==> src/rtl/ysyx_sq_pkg.sv <==
// Shared types and lane helpers for the committed-store queue.
// Entries are stored at the widest XLEN (64); narrower instances use the low bits.
package ysyx_sq_pkg;

  typedef enum logic [1:0] {
    BYTE  = 2'b00,
    HALF  = 2'b01,
    WORD  = 2'b10,
    DWORD = 2'b11
  } sq_size_e;

  typedef struct packed {
    logic        valid;
    logic [63:0] addr;
    logic [7:0]  strb;
    logic [63:0] data;
  } sq_entry_t;

  function automatic logic [7:0] sq_strb(input sq_size_e size, input logic [2:0] offset);
    logic [7:0] m;
    case (size)
      BYTE:    m = 8'h01;
      HALF:    m = 8'h03;
      WORD:    m = 8'h0F;
      default: m = 8'hFF;
    endcase
    return m << offset;
  endfunction

  function automatic logic [63:0] sq_lane_data(input logic [63:0] data, input logic [2:0] offset);
    return data << {offset, 3'b000};
  endfunction

endpackage

==> src/rtl/ysyx_sq_fwd.sv <==
// Store-to-load forwarding: per requested lane, the youngest valid matching entry wins.
// Purely combinational; walks entries from head (oldest) towards tail (youngest).
module ysyx_sq_fwd
  import ysyx_sq_pkg::*;
#(
  parameter int XLEN    = 32,
  parameter int SQ_SIZE = 4,
  parameter int FWD_EN  = 1
) (
  input  sq_entry_t                      entries [SQ_SIZE],
  input  logic [$clog2(SQ_SIZE)-1:0]     head,
  input  logic                           ld_valid,
  input  logic [XLEN-1:0]                ld_addr,
  input  logic [7:0]                     ld_rstrb,
  input  logic                           conflict,
  output logic                           fwd_hit,
  output logic [XLEN-1:0]                fwd_data,
  output logic                           fwd_stall
);
  localparam int PW = $clog2(SQ_SIZE);
  localparam logic [XLEN-1:0] ALIGN_MASK = ~XLEN'((XLEN / 8) - 1);
  localparam logic [7:0] LANE_MASK = (XLEN == 64) ? 8'hFF : 8'h0F;

  logic [7:0]      req;
  logic [7:0]      covered;
  logic [63:0]     merged;
  logic [PW-1:0]   idx;
  logic [63:0]     word_addr;
  logic            full_cover;
  logic            partial;

  always_comb begin
    req        = ld_rstrb & LANE_MASK;
    word_addr  = 64'(ld_addr & ALIGN_MASK);
    covered    = '0;
    merged     = '0;
    idx        = '0;
    if (FWD_EN != 0) begin
      // Later (younger) matches overwrite earlier ones lane by lane.
      for (int i = 0; i < SQ_SIZE; i++) begin
        idx = head + PW'(i);
        if (entries[idx].valid && entries[idx].addr == word_addr) begin
          for (int b = 0; b < 8; b++) begin
            if (req[b] && entries[idx].strb[b]) begin
              covered[b]        = 1'b1;
              merged[b*8 +: 8]  = entries[idx].data[b*8 +: 8];
            end
          end
        end
      end
    end
    full_cover = (req != '0) && (covered == req);
    partial    = (covered != '0) && (covered != req);
    fwd_stall  = ld_valid && (conflict || partial);
    fwd_hit    = ld_valid && !fwd_stall && full_cover;
    fwd_data   = fwd_hit ? merged[XLEN-1:0] : '0;
  end

endmodule

==> src/rtl/ysyx_store_queue.sv <==
// Committed-store queue: in-order drain to the LSU store channel plus byte-lane forwarding.
// Handshake: a store moves only on a cycle where valid and ready are both high; the offer stays stable until then.
module ysyx_store_queue
  import ysyx_sq_pkg::*;
#(
  parameter int XLEN    = 32,
  parameter int SQ_SIZE = 4,
  parameter int FWD_EN  = 1
) (
  input  logic                       clock,
  input  logic                       reset,
  input  logic                       enq_valid,
  output logic                       enq_ready,
  input  logic [4:0]                 enq_alu,
  input  logic [XLEN-1:0]            enq_waddr,
  input  logic [XLEN-1:0]            enq_wdata,
  output logic                       awvalid,
  output logic                       wvalid,
  output logic [XLEN-1:0]            awaddr,
  output logic [7:0]                 wstrb,
  output logic [XLEN-1:0]            wdata,
  input  logic                       wready,
  input  logic                       ld_valid,
  input  logic [XLEN-1:0]            ld_addr,
  input  logic [7:0]                 ld_rstrb,
  output logic                       fwd_hit,
  output logic [XLEN-1:0]            fwd_data,
  output logic                       fwd_stall,
  output logic                       empty,
  output logic [$clog2(SQ_SIZE):0]   count
);
  localparam int PW = $clog2(SQ_SIZE);
  localparam int CW = PW + 1;
  localparam int OW = $clog2(XLEN / 8);
  localparam logic [XLEN-1:0] ALIGN_MASK = ~XLEN'((XLEN / 8) - 1);
  localparam logic [7:0] LANE_MASK = (XLEN == 64) ? 8'hFF : 8'h0F;
  localparam logic [CW-1:0] FULL = CW'(SQ_SIZE);

  sq_entry_t       q [SQ_SIZE];
  sq_entry_t       enq_entry;
  sq_entry_t       head_entry;
  sq_size_e        enq_size;
  logic [2:0]      enq_off;
  logic [PW-1:0]   head;
  logic [PW-1:0]   tail;
  logic            enq_fire;
  logic            deq_fire;
  logic            conflict;
  logic            unused_alu;

  assign unused_alu = ^enq_alu[4:2];

  assign enq_ready = (count != FULL);
  assign empty     = (count == '0);
  assign awvalid   = !empty;
  assign wvalid    = awvalid;
  assign enq_fire  = enq_valid && enq_ready;
  assign deq_fire  = awvalid && wready;

  // Lane strobe and shifted data are fixed at enqueue so drain and forwarding stay cheap.
  always_comb begin
    enq_size = sq_size_e'(enq_alu[1:0]);
    if (XLEN == 32 && enq_size == DWORD) enq_size = WORD;
    enq_off         = 3'(enq_waddr[OW-1:0]);
    enq_entry.valid = 1'b1;
    enq_entry.addr  = 64'(enq_waddr & ALIGN_MASK);
    enq_entry.strb  = sq_strb(enq_size, enq_off) & LANE_MASK;
    enq_entry.data  = sq_lane_data(64'(enq_wdata), enq_off);
  end

  assign head_entry = q[head];
  assign awaddr = awvalid ? head_entry.addr[XLEN-1:0] : '0;
  assign wstrb  = awvalid ? head_entry.strb : '0;
  assign wdata  = awvalid ? head_entry.data[XLEN-1:0] : '0;

  always_ff @(posedge clock or negedge reset) begin
    if (!reset) begin
      for (int i = 0; i < SQ_SIZE; i++) q[i] <= '0;
      head  <= '0;
      tail  <= '0;
      count <= '0;
    end else begin
      if (enq_fire) begin
        q[tail] <= enq_entry;
        tail    <= tail + 1'b1;
      end
      if (deq_fire) begin
        q[head].valid <= 1'b0;
        head          <= head + 1'b1;
      end
      case ({enq_fire, deq_fire})
        2'b10:   count <= count + 1'b1;
        2'b01:   count <= count - 1'b1;
        default: count <= count;
      endcase
    end
  end

  // A store being enqueued this cycle is not yet searchable, so the load must wait.
  assign conflict = ld_valid && enq_valid &&
                    ((enq_waddr & ALIGN_MASK) == (ld_addr & ALIGN_MASK));

  ysyx_sq_fwd #(
    .XLEN    (XLEN),
    .SQ_SIZE (SQ_SIZE),
    .FWD_EN  (FWD_EN)
  ) u_fwd (
    .entries   (q),
    .head      (head),
    .ld_valid  (ld_valid),
    .ld_addr   (ld_addr),
    .ld_rstrb  (ld_rstrb),
    .conflict  (conflict),
    .fwd_hit   (fwd_hit),
    .fwd_data  (fwd_data),
    .fwd_stall (fwd_stall)
  );

endmodule

==> config.mk <==
export PLATFORM = sky130hd
export DESIGN_NAME = ysyx_store_queue
export DESIGN_NICKNAME = d
export VERILOG_FILES = /design/src/rtl/ysyx_sq_pkg.sv /design/src/rtl/ysyx_sq_fwd.sv /design/src/rtl/ysyx_store_queue.sv
export SDC_FILE = /design/constraint.sdc
export NUM_CORES = 1
export LEC_CHECK = 0
export ABC_AREA = 1
export CORE_MARGIN = 2
export CORE_UTILIZATION = 50
export CTS_BUF_LIST = sky130_fd_sc_hd__clkbuf_4
export CTS_CLUSTER_DIAMETER = 200
export DETAILED_ROUTE_END_ITERATION = 12
export GPL_TIMING_DRIVEN = 0
export PLACE_DENSITY_LB_ADDON = 0.3
export SYNTH_ARGS = -nofsm -noshare
export SYNTH_HDL_FRONTEND = slang
export SYNTH_SLANG_ARGS = --single-unit
==> constraint.sdc <==
create_clock -name clock -period 13.9 [get_ports clock]
set_input_delay 2.78 -clock clock [delete_from_list [all_inputs] [get_ports clock]]
set_output_delay 2.78 -clock clock [all_outputs]
set_load 0.05 [all_outputs]
# After elaboration in Yosys (flattened, before gate mapping)
# Cells that the tools add are included.
dict set report totals {
  register_bits 555
  word_cells 158
  in_bits 114
}
dict set report classes {
  mux 67
  n_reduce_logical 39
  shifts 2
  add_sub_neg 6
  magnitude_cmp 7
  bitwise_logic 5
  n_eq_ne 13
}
# cell n
set ops {}
lappend ops {{two-way mux 137 bit} 10}
lappend ops {{binary-select mux 137 bit (select 2 bit)} 4}
lappend ops {{bitwise mux 548 bit} 2}
lappend ops {{two-way mux 548 bit} 2}
lappend ops {{demux 137 bit (select 2 bit)} 2}
lappend ops {{equality test 64 x 32 -> 1 bit} 4}
lappend ops {{two-way mux 32 bit} 7}
lappend ops {{two-way mux 8 bit} 17}
lappend ops {{<< shifter 32 x 5 -> 64 bit} 1}
lappend ops {{logical AND 1 bit} 31}
lappend ops {{equality test 30 bit} 1}
lappend ops {{one-hot mux 8 bit (3 select lines)} 1}
lappend ops {{two-way mux 1 bit} 16}
lappend ops {{two-way mux 4 bit} 4}
lappend ops {{nonzero test 8 bit} 2}
lappend ops {{>= comparator 3 bit (second input constant)} 5}
lappend ops {{NOT 2 -> 3 bit} 5}
lappend ops {{equality test 8 x 4 -> 1 bit} 1}
lappend ops {{!= test 8 x 4 -> 1 bit} 1}
lappend ops {{<< shifter 8 x 2 -> 4 bit} 1}
lappend ops {{equality test 2 bit (second input constant)} 3}
lappend ops {{less-than comparator 3 x 1 -> 1 bit (second input constant)} 2}
lappend ops {{one-hot mux 3 bit (2 select lines)} 1}
lappend ops {{adder 2 x 1 -> 2 bit (second input constant)} 2}
lappend ops {{other kinds (11)} 14}

# Depth between registers and ports, before layout
dict set report depth {
  ltp_word 21
  mapped_depth 30
}

# By module
# A second synthesis with hierarchy kept.
dict set report unflattened {
  hier_cells 5500
  hier_area_um2 35555.4
}
# mod cells_per_inst area_each_um2 n_inst seq_area_each_um2
set modules_own_cells {}
lappend modules_own_cells {ysyx_store_queue 2804 23779.1 1 13888.3}
lappend modules_own_cells {ysyx_sq_fwd 2696 11776.3 1 0.0}

# Worst setup path before layout
# Ideal clock, no wire load.
dict set report synth_path {
  path_type {input -> output}
  from {in ld_addr[26]}
  to {out fwd_stall}
  slack_ps 5832
  n_path_buf 1
  path_stages 15
  arrival_time_ps 5288
  path_cell_list {clkbuf_1 -> inv_1 -> nand3_1 -> nand2_1 -> nor2_1 -> nand2_1 -> nor2_1 -> nand2_1 -> nor2_2 -> nand3_2 -> nand2_1 -> nor2_1 -> nand4_1 -> o21ai_2 -> a21boi_0}
}
dict set report synth_between {
  elab_chain_cells 13
  elab_cells_between_ends 31
  cone_classes {eq/ne (6); mux (16); reduce/logical (9)}
}
# element line_no
set synth_rtl {}
lappend synth_rtl {{start: declaration} ysyx_store_queue.sv:24} ;# input logic [XLEN-1:0] ld_addr,
lappend synth_rtl {{equality test 64 x 32 -> 1 bit} ysyx_sq_fwd.sv:42} ;# if (entries[idx].valid && entries[idx].addr == word_addr) begin
lappend synth_rtl {{logical AND 1 bit} ysyx_sq_fwd.sv:42}
lappend synth_rtl {{two-way mux 4 bit} ysyx_sq_fwd.sv:42}
lappend synth_rtl {{two-way mux 1 bit} ysyx_sq_fwd.sv:44} ;# if (req[b] && entries[idx].strb[b]) begin
lappend synth_rtl {{two-way mux 4 bit} ysyx_sq_fwd.sv:42}
lappend synth_rtl {{two-way mux 1 bit} ysyx_sq_fwd.sv:44}
lappend synth_rtl {{two-way mux 4 bit} ysyx_sq_fwd.sv:42}
lappend synth_rtl {{two-way mux 1 bit} ysyx_sq_fwd.sv:44}
lappend synth_rtl {{two-way mux 4 bit} ysyx_sq_fwd.sv:42}
lappend synth_rtl {{!= test 8 x 4 -> 1 bit or nonzero test 8 bit (tied branches)} ysyx_sq_fwd.sv:53} ;# partial = (covered != '0) && (covered != req);
lappend synth_rtl {{logical AND 1 bit} ysyx_sq_fwd.sv:53}
lappend synth_rtl {{logical OR 1 bit (*)} ysyx_sq_fwd.sv:54} ;# fwd_stall = ld_valid && (conflict || partial);
lappend synth_rtl {{logical AND 1 bit (*)} ysyx_sq_fwd.sv:54}
lappend synth_rtl {{end: declaration} ysyx_store_queue.sv:28} ;# output logic fwd_stall,
# Every way passes the cells marked *; elsewhere a longest branch is shown, timed or not.

# Worst setup path in the final report
dict set report layout_path {
  from {reg head[0]}
  to {out fwd_data[24]}
}
dict set report layout_between {
  elab_cells_between_ends 82
  cone_classes {add/sub (3); eq/ne (6); mux (41); bitwise (4); reduce/logical (28)}
}
# element line_no
set layout_rtl {}
lappend layout_rtl {{start: declaration} ysyx_store_queue.sv:44} ;# logic [PW-1:0] head;
lappend layout_rtl {{start signal: assignment} ysyx_store_queue.sv:89} ;# head <= head + 1'b1;
lappend layout_rtl {{adder 2 bit (*)} ysyx_sq_fwd.sv:41} ;# idx = head + PW'(i);
lappend layout_rtl {{named net u_fwd.idx[0]} ysyx_sq_fwd.sv:27} ;# logic [PW-1:0] idx;
lappend layout_rtl {{NOT 2 -> 3 bit (implied by the code) (*)} {ysyx_sq_fwd.sv:42, ysyx_sq_fwd.sv:44, ysyx_sq_fwd.sv:46}}
lappend layout_rtl {{binary-select mux 137 bit (select 2 bit) (*)} {ysyx_sq_fwd.sv:42, ysyx_sq_fwd.sv:44, ysyx_sq_fwd.sv:46}}
lappend layout_rtl {{two-way mux 137 bit (*)} n/a}
lappend layout_rtl {{two-way mux 137 bit (implied by the code) (*)} ysyx_sq_fwd.sv:44}
lappend layout_rtl {{equality test 64 x 32 -> 1 bit or logical AND 1 bit (tied branches)} {ysyx_sq_fwd.sv:42, ysyx_sq_fwd.sv:44}}
lappend layout_rtl {{logical AND 1 bit or two-way mux 1 bit (tied branches)} {ysyx_sq_fwd.sv:42, ysyx_sq_fwd.sv:44}}
lappend layout_rtl {{two-way mux 4 bit} ysyx_sq_fwd.sv:42}
lappend layout_rtl {{!= test 8 x 4 -> 1 bit or nonzero test 8 bit (tied branches)} ysyx_sq_fwd.sv:53}
lappend layout_rtl {{logical AND 1 bit} ysyx_sq_fwd.sv:53}
lappend layout_rtl {{logical OR 1 bit} ysyx_sq_fwd.sv:54}
lappend layout_rtl {{logical AND 1 bit} ysyx_sq_fwd.sv:54}
lappend layout_rtl {{zero test 1 bit} ysyx_sq_fwd.sv:55} ;# fwd_hit = ld_valid && !fwd_stall && full_cover;
lappend layout_rtl {{logical AND 1 bit (2 in a row)} ysyx_sq_fwd.sv:55}
lappend layout_rtl {{two-way mux 32 bit (*)} ysyx_sq_fwd.sv:56} ;# fwd_data = fwd_hit ? merged[XLEN-1:0] : '0;
lappend layout_rtl {{end: declaration} ysyx_store_queue.sv:27} ;# output logic [XLEN-1:0] fwd_data,
# Mark *: on every way through the listed nets, which the timed path passes. The rest lies on a longest branch. The select of a mux whose other input is x is not followed.

==> impl_metrics.prom <==
# TYPE chip_impl_metric gauge
chip_impl_metric{name="drt-total-wl",unit="mm"} 127
chip_impl_metric{name="post_drt_via_cell_ratio",unit=""} 5.98
chip_impl_metric{name="maxCapViolations",unit=""} 0
chip_impl_metric{name="grt_usage",unit=""} 0.447
chip_impl_metric{name="worst_setup_hold_path_clk_slew",unit="ns"} 0.06
chip_impl_metric{name="final_nets",unit=""} 4611
chip_impl_metric{name="clock_sinks",unit=""} 427
chip_impl_info{name="outcome",value="finished clean"} 1
chip_impl_metric{name="yosys_warnings",unit=""} 0
chip_impl_metric{name="final_cell_area",unit="µm²"} 31600
chip_impl_metric{name="max_clock_freq",unit="GHz"} 0.0800
chip_impl_metric{name="ys_ff_latch",unit=""} 427
chip_impl_metric{name="boundaryPins",unit=""} 227
chip_impl_metric{name="netlist_area",unit="µm²"} 27100
chip_impl_metric{name="number_of_buffers_added_by_the_clock_tree_synthesis_step",unit=""} 114
chip_impl_metric{name="antenna_found_initial",unit=""} 8
chip_impl_metric{name="share_comb_of_total_power",unit=""} 0.666
chip_impl_metric{name="critPathMaxStageDelay",unit="ns"} 0.86
chip_impl_metric{name="core-area",unit="µm²"} 53700
chip_impl_info{name="critPathKind",value="flop to output port"} 1
chip_impl_metric{name="syn_inst",unit=""} 4159
chip_impl_metric{name="dpl-instance-area",unit="µm²"} 30200
chip_impl_metric{name="dr.first_iter.drc_count",unit=""} 4871
chip_impl_metric{name="die_x",unit="µm"} 237
chip_impl_metric{name="remaining_global_route_overflow",unit=""} 0
chip_impl_metric{name="static-leakage-power",unit="nW"} 15.5
chip_impl_metric{name="max_slew.worst_pin.slew",unit="ns"} 1.32
chip_impl_metric{name="drtAntennaViolNets",unit=""} 0
chip_impl_metric{name="p_int",unit="mW"} 3.75
chip_impl_metric{name="starting_density_of_the_core",unit=""} 0.505
chip_impl_metric{name="post-dp-hpwl",unit="mm"} 93.7
chip_impl_metric{name="grt_start_max_net_pins",unit=""} 113
chip_impl_metric{name="drcViolationCount",unit=""} 0
chip_impl_info{name="critical_path.most_common_cell",value="nand2_1"} 1
chip_impl_metric{name="synth.yosys.seq_area_share",unit=""} 0.394
chip_impl_metric{name="routed_wire_length_per_instance",unit="µm"} 24.2
chip_impl_metric{name="mappedNetlistNets",unit=""} 4283
chip_impl_metric{name="layout-drive-gt1-share",unit=""} 0.0629
chip_impl_metric{name="p_switching",unit="mW"} 5.43
chip_impl_info{name="mostFrequentLayoutCell",value="nand2_1"} 1
chip_impl_metric{name="first_global_vias",unit=""} 28800
chip_impl_metric{name="post-cts-setup-buffer-count",unit=""} 0
chip_impl_metric{name="cts.repair.resized",unit=""} 0
chip_impl_metric{name="power_frac_clock",unit=""} 0.123
chip_impl_metric{name="cts-root-to-sink-buffers",unit=""} 3
chip_impl_info{name="cts_root_buffer",value="clkbuf_4"} 1
chip_impl_info{name="worst_min_path_class",value="flop to flop"} 1
chip_impl_metric{name="globalplace.congestion",unit=""} 1.07
chip_impl_metric{name="fin_crit_sh",unit=""} 0.899
chip_impl_metric{name="switching_share",unit=""} 0.592
chip_impl_metric{name="timing.final.hold_violations",unit=""} 0
chip_impl_metric{name="avgSynthCellArea",unit="µm²"} 6.53
chip_impl_metric{name="cts_hold_buf",unit=""} 0
chip_impl_info{name="end_kind",value="output port"} 1
chip_impl_metric{name="vdd_drop_max",unit="µV"} 270
chip_impl_metric{name="clock_skew",unit="ns"} 0.0514
chip_impl_metric{name="max_slew_margin",unit=""} 0.118
chip_impl_metric{name="rows",unit=""} 85
chip_impl_metric{name="setup_viol",unit=""} 0
chip_impl_metric{name="buffer_ports.inserted",unit=""} 208
chip_impl_metric{name="finalCoreUtilization",unit=""} 0.589
chip_impl_metric{name="worst_ep_required_time",unit="ns"} 11.12
chip_impl_info{name="tritoncts",value="done"} 1
chip_impl_metric{name="wire_length_of_the_first_global_routing_pass",unit="mm"} 185
chip_impl_metric{name="post-route-min-period",unit="ns"} 12.50
chip_impl_metric{name="total_die_area",unit="µm²"} 56200
chip_impl_metric{name="worstSkewPairLatency",unit="ns"} 0.99
chip_impl_metric{name="timing_max_transition_violations_final",unit=""} 0
chip_impl_metric{name="die_height",unit="µm"} 237
chip_impl_info{name="grt_setup_unrepaired",value="false"} 1
chip_impl_metric{name="area_growth",unit="%"} 16.5
chip_impl_metric{name="power.density_cell_area",unit="nW/µm²"} 290
chip_impl_metric{name="dr.pass1.iters",unit=""} 7
chip_impl_info{name="critPathSlowestCell",value="clkdlybuf4s50_1"} 1
chip_impl_metric{name="critical_path_peak_fanout",unit=""} 11
chip_impl_metric{name="netlist-cell-type-count",unit=""} 44
chip_impl_metric{name="num_vias",unit=""} 31500
chip_impl_metric{name="h-tree-depth",unit=""} 3
chip_impl_info{name="leading_cell_types_in_the_layout_fill_and_taps_excluded",value="1399 x nand2_1, 507 x o21ai_0, 456 x nand3_1"} 1
chip_impl_metric{name="arrival",unit="ns"} 9.72
chip_impl_info{name="critical_path.startpoint_type",value="flop"} 1
chip_impl_metric{name="pwr-share-seq",unit=""} 0.212
==> cell families after synthesis <==
group | count (synthesis) | synth area share
AOI/OAI and AO/OA | 655 | 0.131
xor gates and xnor gates | 37 | 0.0119
adders and majority gates | 10 | 0.00489
buffers and inverters | 659 | 0.0972
DFF | 427 | 0.394
muxes | 6 | 0.00221
and+or+nand+nor | 2365 | 0.359
==> per-layer routing <==
metal  track usage  wire length, µm
met3         0.147            18500
met4         0.220             7590
met5             0               24
met1         0.609            49800
met2         0.636            51300
==> synthesized netlist by cell type (all sizes together) <==
library cell  count  area share
o21ai           512       0.095
inv             421       0.058
nand3b            3     0.00083
nor3             17      0.0033
xor2             29      0.0094
nand4            25      0.0058
nor2            436       0.064
o2111ai           1     0.00032
xnor2             8      0.0026
fa                1     0.00074
a21boi            1     0.00028
ha                9      0.0041
mux2i             6      0.0022
or2               8      0.0018
dfrtp           427        0.39
clkinv            2     0.00028
o211ai           66       0.018
clkbuf          151       0.021
o21a              1     0.00028
and2              4     0.00092
a21oi            33      0.0061
o41ai             1     0.00032
a31oi             4     0.00092
buf              85       0.018
o22ai            15      0.0035
nor4              6      0.0014
o32ai             8      0.0026
and3              1     0.00023
nand2          1399        0.19
nor4b             1     0.00032
a22oi            10      0.0028
o221ai            3     0.00097
nand3           465       0.087
==> power groups by stage <==
stage               registers (mW)  logic [mW]  clock network, mW
global placement              1.94        5.75                  0
global route                  1.97        6.42               1.19
finish                        1.94        6.11               1.13
CTS                           1.92        5.81               1.13
detailed placement            1.94        5.79                  0
floorplan                     1.86        3.63                  0
==> path summary, 6_finish.rpt <==
check                                     from                  end  slack (ns)  cells after the start
min in group asynchronous                reset            async pin        1.77                      1
setup / recovery           head[0]$_DFFE_PN0P_         fwd_data[24]        1.40                     29
hold / removal                            flop                 flop        0.49                      2
max in group asynchronous                reset            async pin       10.29                      4
setup reg to reg           head[0]$_DFFE_PN0P_  head[1]$_DFFE_PN0P_        8.89                     15
hold reg to reg                           flop                 flop        0.49                      2
==> through the flow <==
stage          hold slack, ns  TNS (ns)  total power [mW]  cells  setup WS, ns
2_1_floorplan           0.453         0              5.49   4159          5.83
3_3_place_gp            0.467  -3850.53              7.69   5063         -9.11
3_5_place_dp            0.475         0              7.73   5067          2.99
4_1_cts                 0.490         0              8.86   5260          1.98
5_1_grt                 0.508         0              9.59   5264          1.36
6_report                0.486         0              9.18   5267          1.40
==> area by class of cell <==
cell class	instances	area (µm²)
multi-input cells	3073	13800
diodes	7	17.5
flip-flops and latches	427	10700
fillers	5369	22100
plain buffers	236	1050
clock buffers	156	1170
repair buffers	212	2200
clock inverters	37	215
inverters	423	1590
well taps	696	871
==> critical path: cells and delay by family, from the launching register on <==
family	cells	cell delay, ns
flops	1	0.40
compound gates	1	0.17
xor+xnor	1	0.59
simple gates	13	2.46
buf+inv	13	4.78
fa+ha+maj	1	0.35
No activity file was read; power rests on OpenSTA's default activity.
